`config.mk`:
```
export PLATFORM = sky130hd
export DESIGN_NAME = calendar_date_counter
export DESIGN_NICKNAME = d
export VERILOG_FILES = /design/src/rtl/calendar_date_counter_pkg.sv /design/src/rtl/calendar_date_counter_month_length.sv /design/src/rtl/calendar_date_counter.sv
export SDC_FILE = /design/constraint.sdc
export NUM_CORES = 1
export LEC_CHECK = 0
export ABC_AREA = 1
export CAP_MARGIN = 20
export CORE_ASPECT_RATIO = 1.75
export CORE_MARGIN = 4
export CORE_UTILIZATION = 63
export CTS_CLUSTER_DIAMETER = 200
export DETAILED_ROUTE_END_ITERATION = 10
export DONT_BUFFER_PORTS = 1
export PLACE_DENSITY = 0.79
export SLEW_MARGIN = 20
export SYNTH_ARGS = -nofsm -noshare
export SYNTH_HDL_FRONTEND = slang
export SYNTH_SLANG_ARGS = --single-unit
```
`constraint.sdc`:
```
create_clock -name clk -period 24 [get_ports clk]
set_input_delay 4.8 -clock clk [delete_from_list [all_inputs] [get_ports clk]]
set_output_delay 4.8 -clock clk [all_outputs]
set_load 0.1 [all_outputs]
```
`src/rtl/calendar_date_counter_pkg.sv`:
```
// Shared calendar constants and date arithmetic for the century clock.
package calendar_pkg;

  localparam logic [3:0] JAN = 4'd1;
  localparam logic [3:0] FEB = 4'd2;
  localparam logic [3:0] MAR = 4'd3;
  localparam logic [3:0] APR = 4'd4;
  localparam logic [3:0] MAY = 4'd5;
  localparam logic [3:0] JUN = 4'd6;
  localparam logic [3:0] JUL = 4'd7;
  localparam logic [3:0] AUG = 4'd8;
  localparam logic [3:0] SEP = 4'd9;
  localparam logic [3:0] OCT = 4'd10;
  localparam logic [3:0] NOV = 4'd11;
  localparam logic [3:0] DEC = 4'd12;

  typedef enum logic [1:0] {
    FLD_DAY   = 2'd0,
    FLD_MONTH = 2'd1,
    FLD_YEAR  = 2'd2,
    FLD_NONE  = 2'd3
  } field_e;

  function automatic logic is_leap(input int unsigned full_year, input bit gregorian);
    logic div4;
    logic century_ok;
    div4       = (full_year % 4) == 0;
    century_ok = ((full_year % 100) != 0) || ((full_year % 400) == 0);
    return div4 && (gregorian ? century_ok : 1'b1);
  endfunction

  function automatic logic [4:0] days_in_month(input logic [3:0] month, input logic leap);
    logic [4:0] len;
    case (month)
      JAN, MAR, MAY, JUL, AUG, OCT, DEC: len = 5'd31;
      FEB:                               len = leap ? 5'd29 : 5'd28;
      default:                           len = 5'd30;
    endcase
    return len;
  endfunction

endpackage

```
`src/rtl/calendar_date_counter_month_length.sv`:
```
// Combinational length of a month given the leap flag of its year.
module month_length
  import calendar_pkg::*;
(
  input  logic [3:0] month_i,
  input  logic       leap_i,
  output logic [4:0] day_max_o
);

  always_comb begin
    day_max_o = days_in_month(month_i, leap_i);
  end

endmodule

```
`src/rtl/calendar_date_counter.sv`:
```
// Day/month/year counter with run-mode advance, per-field setup and
// day clamping so that no cycle ever presents an invalid date.
module calendar_date_counter
  import calendar_pkg::*;
#(
  parameter int YEAR_W       = 7,
  parameter int YEAR_MAX     = 99,
  parameter int CENTURY_BASE = 2000,
  parameter int GREGORIAN    = 1,
  parameter int RST_DAY      = 1,
  parameter int RST_MONTH    = 1,
  parameter int RST_YEAR     = 0
) (
  input  logic              clk,
  input  logic              rst,
  input  logic              run_mode,
  input  logic              day_tick,
  input  logic [1:0]        sel_field,
  input  logic              adj_pulse,
  input  logic              adj_up,
  output logic [4:0]        day,
  output logic [3:0]        month,
  output logic [YEAR_W-1:0] year,
  output logic              leap,
  output logic [4:0]        day_max,
  output logic              century_carry
);

  if (YEAR_W < 1 || YEAR_W > 30 || YEAR_MAX < 0 || YEAR_MAX >= (1 << YEAR_W)) begin : g_bad_year
    $error("calendar_date_counter: YEAR_MAX does not fit in YEAR_W");
  end
  if (RST_DAY < 1 || RST_DAY > 28 || RST_MONTH < 1 || RST_MONTH > 12 ||
      RST_YEAR < 0 || RST_YEAR > YEAR_MAX) begin : g_bad_rst
    $error("calendar_date_counter: illegal reset date");
  end

  localparam int unsigned       BASE_U = CENTURY_BASE;
  localparam bit                GREG   = (GREGORIAN != 0);
  localparam logic [YEAR_W-1:0] YMAX   = YEAR_W'(YEAR_MAX);
  localparam logic [YEAR_W-1:0] YONE   = YEAR_W'(1);

  logic [4:0]        day_q, day_d;
  logic [3:0]        month_q, month_d;
  logic [YEAR_W-1:0] year_q, year_d;
  logic              carry_q, carry_d;

  logic   advance, adjust, month_end;
  field_e sel;

  assign leap = is_leap(BASE_U + 32'(year_q), GREG);

  month_length u_month_length (
    .month_i   (month_q),
    .leap_i    (leap),
    .day_max_o (day_max)
  );

  assign advance   = run_mode && day_tick;
  assign adjust    = !run_mode && adj_pulse;
  assign month_end = (day_q == day_max);
  assign sel       = field_e'(sel_field);

  always_comb begin
    year_d  = year_q;
    carry_d = 1'b0;
    if (advance) begin
      if (month_end && month_q == DEC) begin
        if (year_q == YMAX) begin
          year_d  = '0;
          carry_d = 1'b1;
        end else begin
          year_d = year_q + YONE;
        end
      end
    end else if (adjust && sel == FLD_YEAR) begin
      if (adj_up) year_d = (year_q == YMAX) ? '0 : year_q + YONE;
      else        year_d = (year_q == '0) ? YMAX : year_q - YONE;
    end
  end

  always_comb begin
    month_d = month_q;
    if (advance) begin
      if (month_end) month_d = (month_q == DEC) ? JAN : month_q + 4'd1;
    end else if (adjust && sel == FLD_MONTH) begin
      if (adj_up) month_d = (month_q == DEC) ? JAN : month_q + 4'd1;
      else        month_d = (month_q == JAN) ? DEC : month_q - 4'd1;
    end
  end

  // Clamp against the length of the month being entered, not the current one,
  // so a month/year change and its day correction land in the same update.
  always_comb begin
    logic [4:0] new_len;
    day_d = day_q;
    if (advance) begin
      day_d = month_end ? 5'd1 : day_q + 5'd1;
    end else if (adjust && sel == FLD_DAY) begin
      if (adj_up) day_d = (day_q >= day_max) ? 5'd1 : day_q + 5'd1;
      else        day_d = (day_q <= 5'd1) ? day_max : day_q - 5'd1;
    end
    new_len = days_in_month(month_d, is_leap(BASE_U + 32'(year_d), GREG));
    if (day_d > new_len) day_d = new_len;
  end

  always_ff @(posedge clk or posedge rst) begin
    if (rst) begin
      day_q   <= 5'(RST_DAY);
      month_q <= 4'(RST_MONTH);
      year_q  <= YEAR_W'(RST_YEAR);
      carry_q <= 1'b0;
    end else begin
      day_q   <= day_d;
      month_q <= month_d;
      year_q  <= year_d;
      carry_q <= carry_d;
    end
  end

  assign day           = day_q;
  assign month         = month_q;
  assign year          = year_q;
  assign century_carry = carry_q;

endmodule

```
Word level (Yosys, flattened, before mapping)
Cells that the tools add are included.

storage, ports and cells
  bits in registers = 17
  input port bits = 8
  output and inout port bits = 23
  word-level logic and storage cells = 86

cells by class
  $add $sub $neg = 8
  divide/modulo/power cells = 4
  magnitude comparators = 3
  eq/ne operators = 20
  multiplexer cells = 26
  reductions and logical operators = 21

operator list
  cell                   number
  $logic_not 32->1       4
  $mod 32x7->32 const B  2
  $mod 32x9->32 const B  2
  $reduce_bool 32->1     2
  $mux 7                 6
  $mux 5                 7
  $add 11x7->12 const A  2
  $eq 4x4->1 const B     6
  $mux 4                 6
  $eq 4x2->1 const B     4
  $eq 4x3->1 const B     4
  $reduce_or 7->1        2
  $pmux 5 s2             1
  $eq 4x1->1 const B     2
  $logic_and 1x1->1      8
  $add 7x1->7 const B    1
  $eq 7x7->1 const B     1
  $logic_not 7->1        1
  $sub 7x1->7 const B    1
  $add 5x1->5 const B    1
  $eq 5x5->1             1
  $ge 5x5->1             1
  $gt 5x5->1             1
  $le 5x1->1 const B     1
  10 further kinds       15

Logic depth before layout (Yosys ltp)
Gate-level depths: netlist (run 1).

  depth after elaboration = 20
  mapped depth = 102

By module
Synthesis (run 1) repeated with hierarchy kept, for this count alone.

unflattened totals
  cell total of the unflattened synthesis = 928
  area, all modules = 5342.6 sq um

by module, submodules not included
  module                 instances  cells each  area each (sq um)  sequential area each (sq um)
  calendar_date_counter  1          913         5270.1             427.9
  month_length           1          15          72.6               0.0

Worst setup path before layout (run 1)
OpenSTA, ideal clock, no wires.

  kind = reg2reg
  from = register year_q[5] (netlist: year[5])
  to = register day_q[1] (netlist: day[1])
  library setup time = 126 ps
  arrival = 12470 ps
  data required time = 23874 ps
  path slack = 11404 ps
  stages on the path, launching flop included = 84
  path buffers = 2
  period minus slack after synthesis = 12596 ps
  cells stage by stage = dfrtp_1 -> ha_1 -> inv_1 -> ha_1 -> ha_1 -> nand3b_1 -> o21ai_1 -> xor2_1 -> nand2_1 -> nand2_2 -> nand2_2 -> nand2_1 -> a21boi_2 -> nand3_1 -> nand2_2 -> nand2_1 -> nand2_1 -> and2_1 -> [48 not listed] -> nand2_2 -> nand2_1 -> nand2_1 -> inv_1 -> ha_1 -> nand3b_1 -> nand4_4 -> nand2_1 -> nand2_1 -> nor3_1 -> nand3_1 -> nand2_1 -> nand2_2 -> ha_1 -> a21oi_1 -> nand4_1 -> nand2_1 -> o21ai_0

on the way
  longest elaborated chain between the ends = 20

RTL lines
  item                                                           RTL line                         text
  start: declaration                                             calendar_date_counter.sv:44      logic [YEAR_W-1:0] year_q, year_d;
  start signal: assignment                                       calendar_date_counter.sv:110     year_q <= YEAR_W'(RST_YEAR);
  start signal: assignment                                       calendar_date_counter.sv:115     year_q <= year_d;
  $add 11x7->12 (*)                                              calendar_date_counter.sv:50      assign leap = is_leap(BASE_U + 32'(year_q), GREG);
  $mod 32x7->32 / $mod 32x9->32 (equally long branches)          calendar_date_counter_pkg.sv:28  century_ok = ((full_year % 100) != 0) || ((full_year % 400) == 0);
  $reduce_bool 32->1 / $logic_not 32->1 (equally long branches)  calendar_date_counter_pkg.sv:28
  $logic_or 1x1->1 (*)                                           calendar_date_counter_pkg.sv:28
  $logic_and 1x1->1 (*)                                          calendar_date_counter_pkg.sv:29  return div4 && (gregorian ? century_ok : 1'b1);
  $mux 1 (*)                                                     calendar_date_counter_pkg.sv:36  FEB: len = leap ? 5'd29 : 5'd28;
  $pmux 5 s2 (*)                                                 calendar_date_counter_pkg.sv:34  case (month)
  net day_max[0]                                                 calendar_date_counter.sv:25      output logic [4:0] day_max,
  [4 not listed]                                                 n/a
  net year_d[5]                                                  calendar_date_counter.sv:44
  [2 not listed]                                                 n/a
  $reduce_bool 32->1 / $logic_not 32->1 (equally long branches)  calendar_date_counter_pkg.sv:28
  $logic_or 1x1->1 (*)                                           calendar_date_counter_pkg.sv:28
  $logic_and 1x1->1 (*)                                          calendar_date_counter_pkg.sv:29
  $mux 1 (*)                                                     calendar_date_counter_pkg.sv:36
  $pmux 2 s2 (*)                                                 calendar_date_counter_pkg.sv:34
  $gt 5x5->1 (*)                                                 calendar_date_counter.sv:103     if (day_d > new_len) day_d = new_len;
  $mux 5 (*)                                                     calendar_date_counter.sv:103
  net day_d[1]                                                   calendar_date_counter.sv:42      logic [4:0] day_q, day_d;
  end signal: assignment                                         calendar_date_counter.sv:108     day_q <= 5'(RST_DAY);
  end signal: assignment                                         calendar_date_counter.sv:113     day_q <= day_d;
  end: declaration                                               calendar_date_counter.sv:42

The timed path passes the listed nets; every way through them passes the cells marked *.

Final worst setup path (run 1)
  from = register year_q[6] (netlist: year[6])
  to = register day_q[1] (netlist: day[1])

The elaborated chain is that of the path after synthesis.

==> reports/qor.yml, run 1 <==
grt_start_max_net_pins: 20
crit_type: "reg -> reg"
cp_data_required_time_ns: 24.13
critPathTopFamily: "simple AND/OR/NAND/NOR gates"
synth.top_cell.area_share_pct: 16.3
ctsResizeCount: 0
gr-usage-all-layers_pct: 26.8
critPathMaxFanout: 11
postCtsSetupBuffers: 0
synth_top_area_cell: "nand2_1"
final_area_mm2: 0.00517
wirelength_mm: 12.4
hold_buffers: 0
worst_slew_pin_slew_ns: 1.12
async_reset_ff_share_pct: 100
drtAntennaViolNets: 0
synth.most_common_cell: "nand2_1"
insertion_delay_ns: 0.25
rsz0062_at_grt: "false"
dp.final_hpwl_mm: 10.3
start_kind: "register"
antenna_found_initial: 0
synthCells: 829
hp-start: "day[2]"
cp.buffers_inverters: 7
cts_tree: "yes"
place_congestion: 0.948
min_period_ns: 14.33
clock-sinks: 17
core_mm2: 0.00767
regToRegStartpoint: "year[6]"
synth_seq_area_share_pct: 8.57
via_count: 5299
whs_path_depth: 4
areaGrowthSynthToFinish_pct: 3.43
synth_cell_types: 61
hold_path.class: "reg -> reg"
die_area_mm2: 0.00947
worst_r2r_path_depth: 83
grt_pass1_wl_mm: 21.3
max_stage_delay_ns: 1.04
cp_slowest_cell: "dfrtp_1"
synth-edff-count: 0
placed_area_mm2: 0.00509
chipHeight_um: 126
cpMostUsedCell: "nand2_1"
status: "completed"
nets: 869
root_buffer: "clkbuf_16"
avgSynthCellArea_um2: 6.03
drt-initial-drc-count: 320
antennaDiodeCount: 0
ys_seq_elements: 17
setup_tns_ns: 0
port_buffers: 0
grt_pass1_vias: 5160
ys.warnings.count: 0
via_per_inst: 5.78
clockBufferDepth: 2
reg2reg_slack_ns: 9.67
ctsHtreeMaxLevel: 1
fillers: 765
io_pins: 31
finalCritPeriodShare_pct: 59.7
slew_headroom_pct: 25.5
clock_skew_ns: 0.00427
synth_commonest_cells: "nand2_1, inv_1, nand3_1"
drv_cap: 0
end_kind: "register"
final-hold-violation-count: 0
layout-drive-gt1-share_pct: 14.7
first_pass_iters: 5
fp-row-count: 42
synthTopCellsByArea: "nand2_1, inv_1, ha_1, dfrtp_1, nand3_1"
arrival_ns: 14.45
clock.fmax_mhz: 69.8
regToRegEndpoint: "day[1]"
synth_area_mm2: 0.00499
gr-total-overflow: 0
regArea_um2: 428
drc: 0
numCtsBuffers: 3
setup_viol: 0
yosys_most_used_dff: "dfrtp_1"
clk_pin_slew_ns: 0.05
slew_viol_final: 0
whs_endpoint: "century_carry"
fp.dieW_um: 75.3
multiInputGateArea_mm2: 0.00401
start_util_pct: 65.1
wl_per_cell_um: 13.5
[cells by family after synthesis]
family | after synthesis | synth area share, %
fa+ha+maj | 31 | 7.77
other cells | 1 | 0.0751
simple gates | 495 | 53.3
compound gates | 114 | 13.6
flops | 17 | 8.57
xor+xnor | 28 | 5.21
buf+inv | 143 | 11.4
[tightest hold or removal path: stages, from the launching register on]
cell,delay (ns)
dfrtp_1,0.38
nand2_2,0.10
nor3_4,0.08
nand2_4,0.13
nor3_1,0.06
[sequential cells by signal (all words and copies together), names as in the netlist]
| signal | count |
|---|---|
| day | 5 |
| year | 7 |
| month | 4 |
| century_carry | 1 |
[layout make-up]
class,instances,share of cell area [%]
repair buffers,7,1.02
multi-input cells,671,77.5
inverters,130,9.47
well taps,88,2.13
clock buffers,3,1.45
flip-flops and latches,17,8.28
clock inverters,1,0.0969
[through the flow]
step / setup WS [ns] / hold slack, ns / utilization (%) / instances
4_1_cts: 9.67 / 0.798 / 67.3 / 917
6_report: 9.67 / 0.805 / 67.3 / 917
3_3_place_gp: 10.21 / 0.781 / 66.3 / 913
2_1_floorplan: 11.40 / 0.884 / - / 831
3_5_place_dp: 9.72 / 0.791 / 66.3 / 913
5_1_grt: 8.18 / 0.866 / 67.3 / 917
[cell usage in the layout (no fill, tap or decap), drive strengths merged, types with 2 or more instances in the layout]
master	n
nand4	27
o211ai	4
a22oi	2
nor4	2
a31oi	4
nand3	89
nor2	78
a21oi	39
clkbuf	3
and2	2
dfrtp	15
a21boi	3
a32o	2
clkinv	2
a211oi	2
nand3b	11
inv	129
or2	3
o31ai	2
nor3	14
nand2	267
xnor2	5
o21ai	45
conb	3
buf	7
xor2	23
o221ai	3
dfstp	2
ha	31
[metal layers]
metal	share of wire, %	vias up	GRT usage [%]
li1	-	2703	-
met1	37	2414	27.4
met2	55	144	52.1
met3	4.3	38	2.87
met4	3.1	0	10.1
met5	0	-	0
[worst max path at each step]
stage / depth (start not counted) / start / endpoint / slack, ns
after CTS: 83 / year[6] / day[1] / 9.67
final: 83 / year[6] / day[1] / 9.67
after global placement: 81 / year[6] / day[1] / 10.21
after detailed placement: 81 / year[6] / day[1] / 9.72
after global routing: 83 / year[6] / day[0] / 8.18
after floorplan: 83 / year[5] / day[1] / 11.40
Power of run 1 is left out: the tool's default activity adds up to more than one toggle a clock period on the data nets, which glitch-free logic cannot reach.
==> run 2: changes to the inputs <==
==> constraint.sdc (replaced) <==
create_clock -name clk -period 13.9 [get_ports clk]
set_input_delay 2.78 -clock clk [delete_from_list [all_inputs] [get_ports clk]]
set_output_delay 2.78 -clock clk [all_outputs]
set_load 0.1 [all_outputs]
==> run 2 against run 1 <==
  * Die area unchanged
  * First-iteration DRC count is 9.4% lower
  * Utilization increased by 1.7 points
  * Global-route usage hardly changed
  * Critical path type unchanged
==> reports/qor.yml, run 2 (same netlist as run 1, synthesis figures left out) <==
drc: 0  # unchanged
grt_start_max_net_pins: 20  # unchanged
reg2reg_slack_ns: 1.27  # was 9.67 ns
cts_tree: "yes"  # unchanged
die_area_mm2: 0.00947  # unchanged
slew_viol_final: 0  # unchanged
cp_data_required_time_ns: 14.05  # was 24.13 ns
placed_area_mm2: 0.00510  # was 0.00509 mm2
regToRegStartpoint: "year[4]"  # was year[6]
min_period_ns: 12.63  # was 14.33 ns
max_stage_delay_ns: 0.38  # was 1.04 ns
nets: 879  # was 869
io_pins: 31  # unchanged
finalCritPeriodShare_pct: 90.8  # was 59.7%
hold_buffers: 0  # unchanged
clk_pin_slew_ns: 0.05  # about the same
grt_pass1_wl_mm: 21.3  # about the same
fillers: 735  # was 765
via_per_inst: 5.75  # was 5.78
start_kind: "register"  # unchanged
place_congestion: 0.952  # was 0.948
placedCellCount: 915  # was 913
gr-total-overflow: 0  # unchanged
worst_slew_pin_slew_ns: 1.12  # about the same
fin_ws_ns: 1.27  # was 9.67 ns
wl_met3_um: 435  # was 530 um
dp.final_hpwl_mm: 10.3  # about the same
final_cells: 927  # was 917
numCtsBuffers: 3  # unchanged
clockBufferDepth: 2  # unchanged
worst_r2r_path_depth: 89  # was 83
chipHeight_um: 126  # unchanged
top_layer: "met4"  # unchanged
wl_per_cell_um: 13.5  # about the same
clock.fmax_mhz: 79.2  # was 69.8 MHz
crit_type: "reg -> reg"  # unchanged
clock_skew_ns: 0.00186  # was 0.00427 ns
root_buffer: "clkbuf_16"  # unchanged
startpoint: "year[4]"  # was year[6]
arrival_ns: 12.78  # was 14.45 ns
insertion_delay_ns: 0.25  # about the same
final_util_pct: 69.0  # was 67.3%
cp_slowest_cell: "dfrtp_1"  # unchanged
wl_met1_mm: 4.73  # was 4.61 mm
critPathMaxFanout: 11  # unchanged
final-hold-violation-count: 0  # unchanged
slew_headroom_pct: 25.0  # was 25.5%
setup_viol: 0  # unchanged
grt_pass1_vias: 5177  # was 5,160
fp-row-count: 42  # unchanged
largest_reg_flops: 7  # unchanged
clock-sinks: 17  # unchanged
port_buffers: 0  # unchanged
crit_end: "day[1]"  # unchanged
antennaDiodeCount: 0  # unchanged
drt-initial-drc-count: 290  # was 320
ctsHtreeMaxLevel: 1  # unchanged
wirelength_mm: 12.5  # was 12.4 mm
first_pass_iters: 8  # was 5
start_util_pct: 65.1  # unchanged
drtAntennaViolNets: 0  # unchanged
via_count: 5330  # was 5,299
final_area_mm2: 0.00530  # was 0.00517 mm2
fp.dieW_um: 75.3  # unchanged
status: "completed"  # unchanged
gr-usage-all-layers_pct: 26.8  # about the same
place_ws_ns: 0.923  # was 9.72 ns
core_mm2: 0.00767  # unchanged
final_cell_mix: "nand2_1, inv_1, nand3_1"  # unchanged
areaGrowthSynthToFinish_pct: 6.06  # was 3.43%
wl_met2_mm: 6.93  # was 6.89 mm
regToRegEndpoint: "day[1]"  # unchanged
drv_cap: 0  # unchanged
layout-drive-gt1-share_pct: 16.8  # was 14.7%
end_kind: "register"  # unchanged
antenna_found_initial: 0  # unchanged
cpMostUsedCell: "nand2_1"  # unchanged
final_common_cell: "nand2_1"  # unchanged
hold_path.class: "reg -> reg"  # unchanged
==> run 2: changes by cell type in the layout (fill, tap and decap cells not counted), sizes merged <==
cell and change:
buf +10, clkinvlp +1, inv -1
==> run 2: cell type report <==
type / count / area, um2 / area share (%)
Sequential cell: 17 / 428 / 8.08
Clock inverter: 1 / 5.00 / 0.0945
Multi-Input combinational cell: 671 / 4040 / 76.2
Timing Repair Buffer: 17 / 151 / 2.86
Inverter: 130 / 493 / 9.31
Tap cell: 88 / 110 / 2.08
Clock buffer: 3 / 75.1 / 1.42
==> run 2: how the worst min path moves through the flow <==
stage	from	end	slack, ns	cells past startpoint
floorplan	day[0]	day[0]	0.88	3
global placement	day[2]	century_carry	0.78	4
detailed placement	day[2]	century_carry	0.79	4
CTS	day[2]	century_carry	0.81	4
global route	day[2]	century_carry	0.84	4
finish	day[2]	century_carry	0.80	4
==> run 2: critical path: cells and delay by family (launching register included) <==
family,cells,cell delay (ns)
flops,1,0.38
buf+inv,11,1.27
simple gates,61,7.54
fa+ha+maj,7,1.63
compound gates,8,1.21
xor+xnor,2,0.43
==> run 2: repair_timing <==
action / CTS / global route
buffers inserted: 0 / 8
setup endpoints to repair: 0 / 2
gates resized for setup: 0 / 14
==> run 2: through the flow <==
step | hold WS [ns] | setup TNS [ns]
3_3_place_gp | 0.776 | 0
6_report | 0.798 | 0
4_1_cts | 0.806 | 0
3_5_place_dp | 0.794 | 0
5_1_grt | 0.841 | -0.0189
2_1_floorplan | 0.884 | 0
==> run 2: metal layers <==
| metal | vias up | GRT usage (%) |
|---|---|---|
| li1 | 2719 | - |
| met1 | 2441 | 28.4 |
| met2 | 126 | 52.1 |
| met3 | 44 | 1.83 |
| met4 | 0 | 9.17 |
| met5 | - | 0 |
Power of run 2 is left out for the same reason.
==> run 3: changes to the inputs <==
--- a/config.mk
+++ b/config.mk
@@ -6,6 +6,7 @@
 export NUM_CORES = 1
 export LEC_CHECK = 0
 export ABC_AREA = 1
+export ABC_CLOCK_PERIOD_IN_PS = 13900
 export CAP_MARGIN = 20
 export CORE_ASPECT_RATIO = 1.75
 export CORE_MARGIN = 4
==> results of run 3 <==
No change in the layout: final DEF, timing and power equal those of run 2.
Power of run 3 is left out for the same reason.
==> variant 1 (settings of run 3) <==
Register the output `day_max`, cleared by the reset; this adds one clock of latency there. The other outputs are not delayed to match.
--- a/src/rtl/calendar_date_counter.sv
+++ b/src/rtl/calendar_date_counter.sv
@@ -26,6 +26,8 @@
   output logic              century_carry
 );
 
+  logic [4:0] day_max_d;
+
   if (YEAR_W < 1 || YEAR_W > 30 || YEAR_MAX < 0 || YEAR_MAX >= (1 << YEAR_W)) begin : g_bad_year
     $error("calendar_date_counter: YEAR_MAX does not fit in YEAR_W");
   end
@@ -52,12 +54,12 @@
   month_length u_month_length (
     .month_i   (month_q),
     .leap_i    (leap),
-    .day_max_o (day_max)
+    .day_max_o (day_max_d)
   );
 
   assign advance   = run_mode && day_tick;
   assign adjust    = !run_mode && adj_pulse;
-  assign month_end = (day_q == day_max);
+  assign month_end = (day_q == day_max_d);
   assign sel       = field_e'(sel_field);
 
   always_comb begin
@@ -96,8 +98,8 @@
     if (advance) begin
       day_d = month_end ? 5'd1 : day_q + 5'd1;
     end else if (adjust && sel == FLD_DAY) begin
-      if (adj_up) day_d = (day_q >= day_max) ? 5'd1 : day_q + 5'd1;
-      else        day_d = (day_q <= 5'd1) ? day_max : day_q - 5'd1;
+      if (adj_up) day_d = (day_q >= day_max_d) ? 5'd1 : day_q + 5'd1;
+      else        day_d = (day_q <= 5'd1) ? day_max_d : day_q - 5'd1;
     end
     new_len = days_in_month(month_d, is_leap(BASE_U + 32'(year_d), GREG));
     if (day_d > new_len) day_d = new_len;
@@ -122,5 +124,13 @@
   assign year          = year_q;
   assign century_carry = carry_q;
 
+  always_ff @(posedge clk or posedge rst) begin
+    if (rst) begin
+      day_max <= '0;
+    end else begin
+      day_max <= day_max_d;
+    end
+  end
+
 endmodule
 
Behaviour: not the same (a bounded check fails within 4 cycles, from zero or initial values and one cycle with rst high).
==> variant 1 against run 3 <==
Routed wire length fell by 1.0%. Area after synthesis fell by 3.3%. Non-clock buffer count is 9 lower. Design area shrank 4.8%. Sequential cell count grew 3. Critical path depth rose by 1. Worst setup slack improved by 0.25 ns. Sequential share of layout area grew 1.9 points. Critical path type unchanged. Largest cell class unchanged.
Power is not shown: default switching activity piles up to over one toggle a cycle in this logic, so the estimate is an artifact.
==> variant 1: results (changes against run 3) <==
| Metric | Value |
|---|---|
| Critical path type | flip-flop to flip-flop |
| Library cells used by synthesis | 53 (-13%) |
| Number of cells after detailed placement | 923 (+0.87%) |
| CTS Buf Count | 3 (unchanged) |
| Hpwl dp | 9880 um (-4.3%) |
| Worst Skew | 0.00532 ns (+0.00346 ns) |
| Clock Latency Late Sink | between 0.2 and 0.3 ns |
| Number of flip-flops in the largest register | 7 (unchanged) |
| First-pass GRT wire length | 21000 um (-1.3%) |
| Post-Layout Cell Count | 927 (unchanged) |
| FILL cells | 694 (-5.6%) |
| Dpl cell area | 0.00493 sq mm (-3.3%) |
| Max frequency | 0.0808 GHz (+2.0%) |
| Async set or reset register ratio after synthesis | 100% (unchanged) |
| Final wirelength | 12400 um (-1.0%) |
| Syn Nets | ~880 |
| Max-Slew Margin vs Limit | 23.5% (-1.5 points) |
| Main synth FF type | dfrtp_1 |
| Max stage delay cell, worst path | buf_4 |
| Largest cells by area after synthesis | nand2_1 19%, dfrtp_1 9.3%, nand3_1 9.1% |
| # hold bufs at CTS | 0 (unchanged) |
| Worst path max stage delay | 0.37 ns |
| Total global-route track usage | 27.6% (+0.75 points) |
| ANT cells | 0 (unchanged) |
| Worst R2R Path Depth | 90 (+1.1%) |
| Layout cell share with drive strength beyond 1 | 13.6% (-3.2 points) |
| CP max FO | 10 (-1) |
| Vias in the first global route | 5182 (+0.097%) |
| Post-Synthesis Cells | 838 (+1.1%) |
| Outcome | completed |
| PortBufs | 0 (unchanged) |
| Initial antenna violation count | 0 (unchanged) |
| Starting DRC count in detailed routing | 379 (+31%) |
| CTS H-tree lvls | 1 (unchanged) |
| Via count | 5370 (+0.75%) |
| Gp weighted congestion | 0.874 (-8.2%) |
| Synth warn | 0 (unchanged) |
| Setup WS pre-CTS | 1.53 ns (+0.603 ns) |
| Sequential fraction of the synthesis area | 10.4% (+1.9 points) |
| Worst min path class | flip-flop to flip-flop |
| Clk root buf | clkbuf_16 |
| Top cell types by occurrence after synthesis | 240 x nand2_1, 109 x inv_1, 88 x nand3_1, 69 x nor2_1, 35 x o21ai_0 |
| Largest net degree at the start of global routing | 21 (+5.0%) |
| DRT Pass-1 Iters | 6 (-2) |
| Total Nets Final | 880 (+0.11%) |
-- variant 1: kinds of logic (layout without fill, tap and decap cells) --
logic type / Yosys count / in the layout / share of synthesized area, %
xor gates and xnor gates: 24 / 24 / 4.51
adders and majority gates: 32 / 32 / 8.29
and+or+nand+nor: 513 / 513 / 52.2
DFF: 20 / 20 / 10.4
buffers and inverters: 136 / 137 / 11.1
AOI/OAI and AO/OA: 112 / 112 / 13.4
other: 1 / 1 / 0.0777
-- variant 1: timing repair --
item	CTS	global route
endpoints found under the hold margin	0	0
setup endpoints to repair	0	1
resized for setup	0	1
-- variant 1: routing by layer --
| layer | share of wire, % | GRT usage, % |
|---|---|---|
| met1 | 38 | 28.4 |
| met2 | 56 | 55.3 |
| met3 | 4.5 | 2.58 |
| met4 | 2.0 | 9.18 |
| met5 | 0 | 0 |
-- variant 1: worst min path at each step --
stage / slack (ns) / startpoint / cells past startpoint / endpoint
after CTS: 0.92 / month[0] / 2 / month[0]
final: 0.92 / month[0] / 2 / month[0]
after detailed placement: 0.91 / month[0] / 2 / month[0]
after global routing: 0.94 / year[0] / 3 / year[0]
after floorplan: 0.84 / month[0] / 2 / month[0]
after global placement: 0.89 / month[0] / 2 / month[0]
-- variant 1: final cells by class --
class	instances	area, sq um	share of cell area (%)
Clock buffer	3	75.1	1.49
Clock inverter	1	30.0	0.595
Inverter	125	469	9.30
Multi-Input combinational cell	682	3790	75.2
Sequential cell	20	504	10.0
Tap cell	88	110	2.18
Timing Repair Buffer	8	63.8	1.27
-- variant 1: worst max-delay path, delay by kind of cell, from the launching register on --
| kind | cells | cell delay (ns) |
|---|---|---|
| compound gates | 8 | 1.25 |
| fa+ha+maj | 7 | 1.70 |
| simple gates | 65 | 7.54 |
| flops | 1 | 0.35 |
| xor+xnor | 1 | 0.28 |
| buf+inv | 9 | 1.09 |
==> variant 2 (flow settings as in run 3) <==
Without the edit above. Change the parameter `YEAR_W` from 7 to 8.
--- a/src/rtl/calendar_date_counter.sv
+++ b/src/rtl/calendar_date_counter.sv
@@ -3,7 +3,7 @@
 module calendar_date_counter
   import calendar_pkg::*;
 #(
-  parameter int YEAR_W       = 7,
+  parameter int YEAR_W       = 8,
   parameter int YEAR_MAX     = 99,
   parameter int CENTURY_BASE = 2000,
   parameter int GREGORIAN    = 1,
Interface: changed (resized year); port bits go from 31 to 32. The function was not compared with the original's and may differ.
==> variant 2 against run 3 <==
Count of clock-buffer cells in the layout grew 1. Sequential cell count grew 1. Design area shrank 20%. Largest cell class unchanged. Worst setup slack gained 0.85 ns. Highest routed layer unchanged. Cell count shrank 19%. Die area shrank 16%. Routed wire length shrank 16%. Critical endpoint unchanged. Global-route usage grew 0.61 points. Area after synthesis shrank 18%.
Power is left out: the tool's default activity adds up to more than one toggle a clock period on the data nets, which glitch-free logic cannot reach.
==> variant 2: results (changes against run 3) <==
| Metric | Value |
|---|---|
| Outcome | completed |
| PortBufs | 0 (unchanged) |
| Max-Slew Margin vs Limit | 25.5% (+0.47 points) |
| Worst Skew | 0.00655 ns (+0.00469 ns) |
| Gp weighted congestion | 0.968 (+1.6%) |
| Layout cell share with drive strength beyond 1 | 16.6% (-0.19 points) |
| Clk buf depth | 2 (unchanged) |
| Post-CTS resize count | 0 (unchanged) |
| Final setup vio count | 0 (unchanged) |
| ANT cells | 0 (unchanged) |
| Hpwl dp | 8470 um (-18%) |
| Fin. max-slew vios | 0 (unchanged) |
| Top cell types by occurrence after synthesis | 182 x nand2_1, 84 x inv_1, 55 x nand3_1, 50 x nor2_1, 33 x a21oi_1 |
| Largest net degree at the start of global routing | 22 (+10%) |
| Final hold viol count | 0 (unchanged) |
| Cell family with most CP delay | simple AND/OR/NAND/NOR gates |
| CP arrival | 11.93 ns (-0.85 ns) |
| CTS H-tree lvls | 1 (unchanged) |
| Max stage delay cell, worst path | dfrtp_1 |
| Number of flip-flops in the largest register | 8 (+1) |
| CTS clk-pin slew, worst paths | 0.08 ns (+0.03 ns) |
| Worst path max stage delay | 1.08 ns (+0.70 ns) |
| Vias in the first global route | 4305 (-17%) |
| Sequential fraction of the synthesis area | 11.0% (+2.5 points) |
| CP max FO | 20 (+9) |
| Async set or reset register ratio after synthesis | 100% (unchanged) |
| Clk root buf | clkbuf_8 |
| Initial antenna violation count | 0 (unchanged) |
| DRT antenna net count | 0 (unchanged) |
| Library cells used by synthesis | 57 (-6.6%) |
| Total Nets Final | 707 (-20%) |
| Largest cells by area after synthesis | nand2_1 17%, dfrtp_1 9.8%, inv_1 7.7% |
| Main synth FF type | dfrtp_1 |
| Post-CTS setup buffer count | 0 (unchanged) |
| Synth warn | 0 (unchanged) |
| Total global-route track usage | 27.4% (+0.61 points) |
| First-pass GRT wire length | 18500 um (-13%) |
| Clock Latency Late Sink | 0.27 ns (+0.02 ns) |
| Worst min path class | flip-flop to flip-flop |
| DR vias/cell | 5.80 (+0.87%) |
| Starting DRC count in detailed routing | 298 (+2.8%) |
| DRT Pass-1 Iters | 5 (-3) |
| CTS Buf Count | 3 (unchanged) |
| Routed length per instance | 14.0 um (+3.7%) |
-- variant 2: cell count changes after synthesis, sizes merged, moves of 8 or more --
cell	before	now
nand3b	11	2
inv	129	103
nor3	14	6
nand3	89	68
nand2	267	217
nor2	78	69
xor2	23	11
-- variant 2: worst reg2reg max path, delay by kind of cell (launching register included) --
family                   cells  cell delay (ns)
AND/OR/NAND/NOR             55             6.44
buffers and inverters       13             1.44
adder cells (fa/ha/maj)      6             1.43
AO/OA/AOI/OAI                9             1.26
flip-flops                   1             1.08
-- variant 2: final cells by class --
type                    count  area (sq um)
clock buffers               4          55.1
fillers                   595          2050
inverters                 103           389
multi-input cells         540          3170
flip-flops and latches     18           453
well taps                  80           100
repair buffers              9          67.6
-- variant 2: stage by stage --
| step | std cells | worst slack (ns) | cell area, sq um | utilization (%) |
|---|---|---|---|---|
| CTS | 754 | 2.14 | 4230 | 67.4 |
| global placement | 750 | 2.46 | 4180 | 66.5 |
| global route | 754 | 0.888 | 4230 | 67.4 |
| finish | 754 | 2.12 | 4230 | 67.4 |
| detailed placement | 750 | 2.18 | 4180 | 66.5 |
| floorplan | 679 | 1.68 | 4110 | - |
-- variant 2: cell families (layout without fill, tap and decap cells) --
logic type               Yosys count  count (layout)  share of synthesized area (%)
other                              1               3                         0.0914
flip-flops                        18              18                           11.0
AO/OA/AOI/OAI                    106             106                           15.6
XOR/XNOR                          11              11                           2.35
AND/OR/NAND/NOR                  396             396                           51.6
adder cells (fa/ha/maj)           24              24                           7.32
buffers and inverters            121             116                           12.1
-- variant 2: metal layers --
| layer | track usage (%) | vias up | part of all wire, % |
|---|---|---|---|
| met5 | 0 | - | 0 |
| met4 | 15.1 | 0 | 3.5 |
| met3 | 3.24 | 32 | 5.2 |
| met2 | 53.6 | 156 | 54 |
| met1 | 27.7 | 1976 | 37 |
| li1 | - | 2209 | - |
-- variant 2: path summary, 6_finish.rpt --
check	startpoint	end	slack, ns	cells past startpoint
min	month[2]	century_carry	0.91	3
max reg2reg	year[6]	day[1]	2.12	83
max in group asynchronous	rst	year[0]	10.91	1
min in group asynchronous	rst	month[3]	2.52	1
min reg2reg	month[2]	century_carry	0.91	3
max	year[6]	day[1]	2.12	83
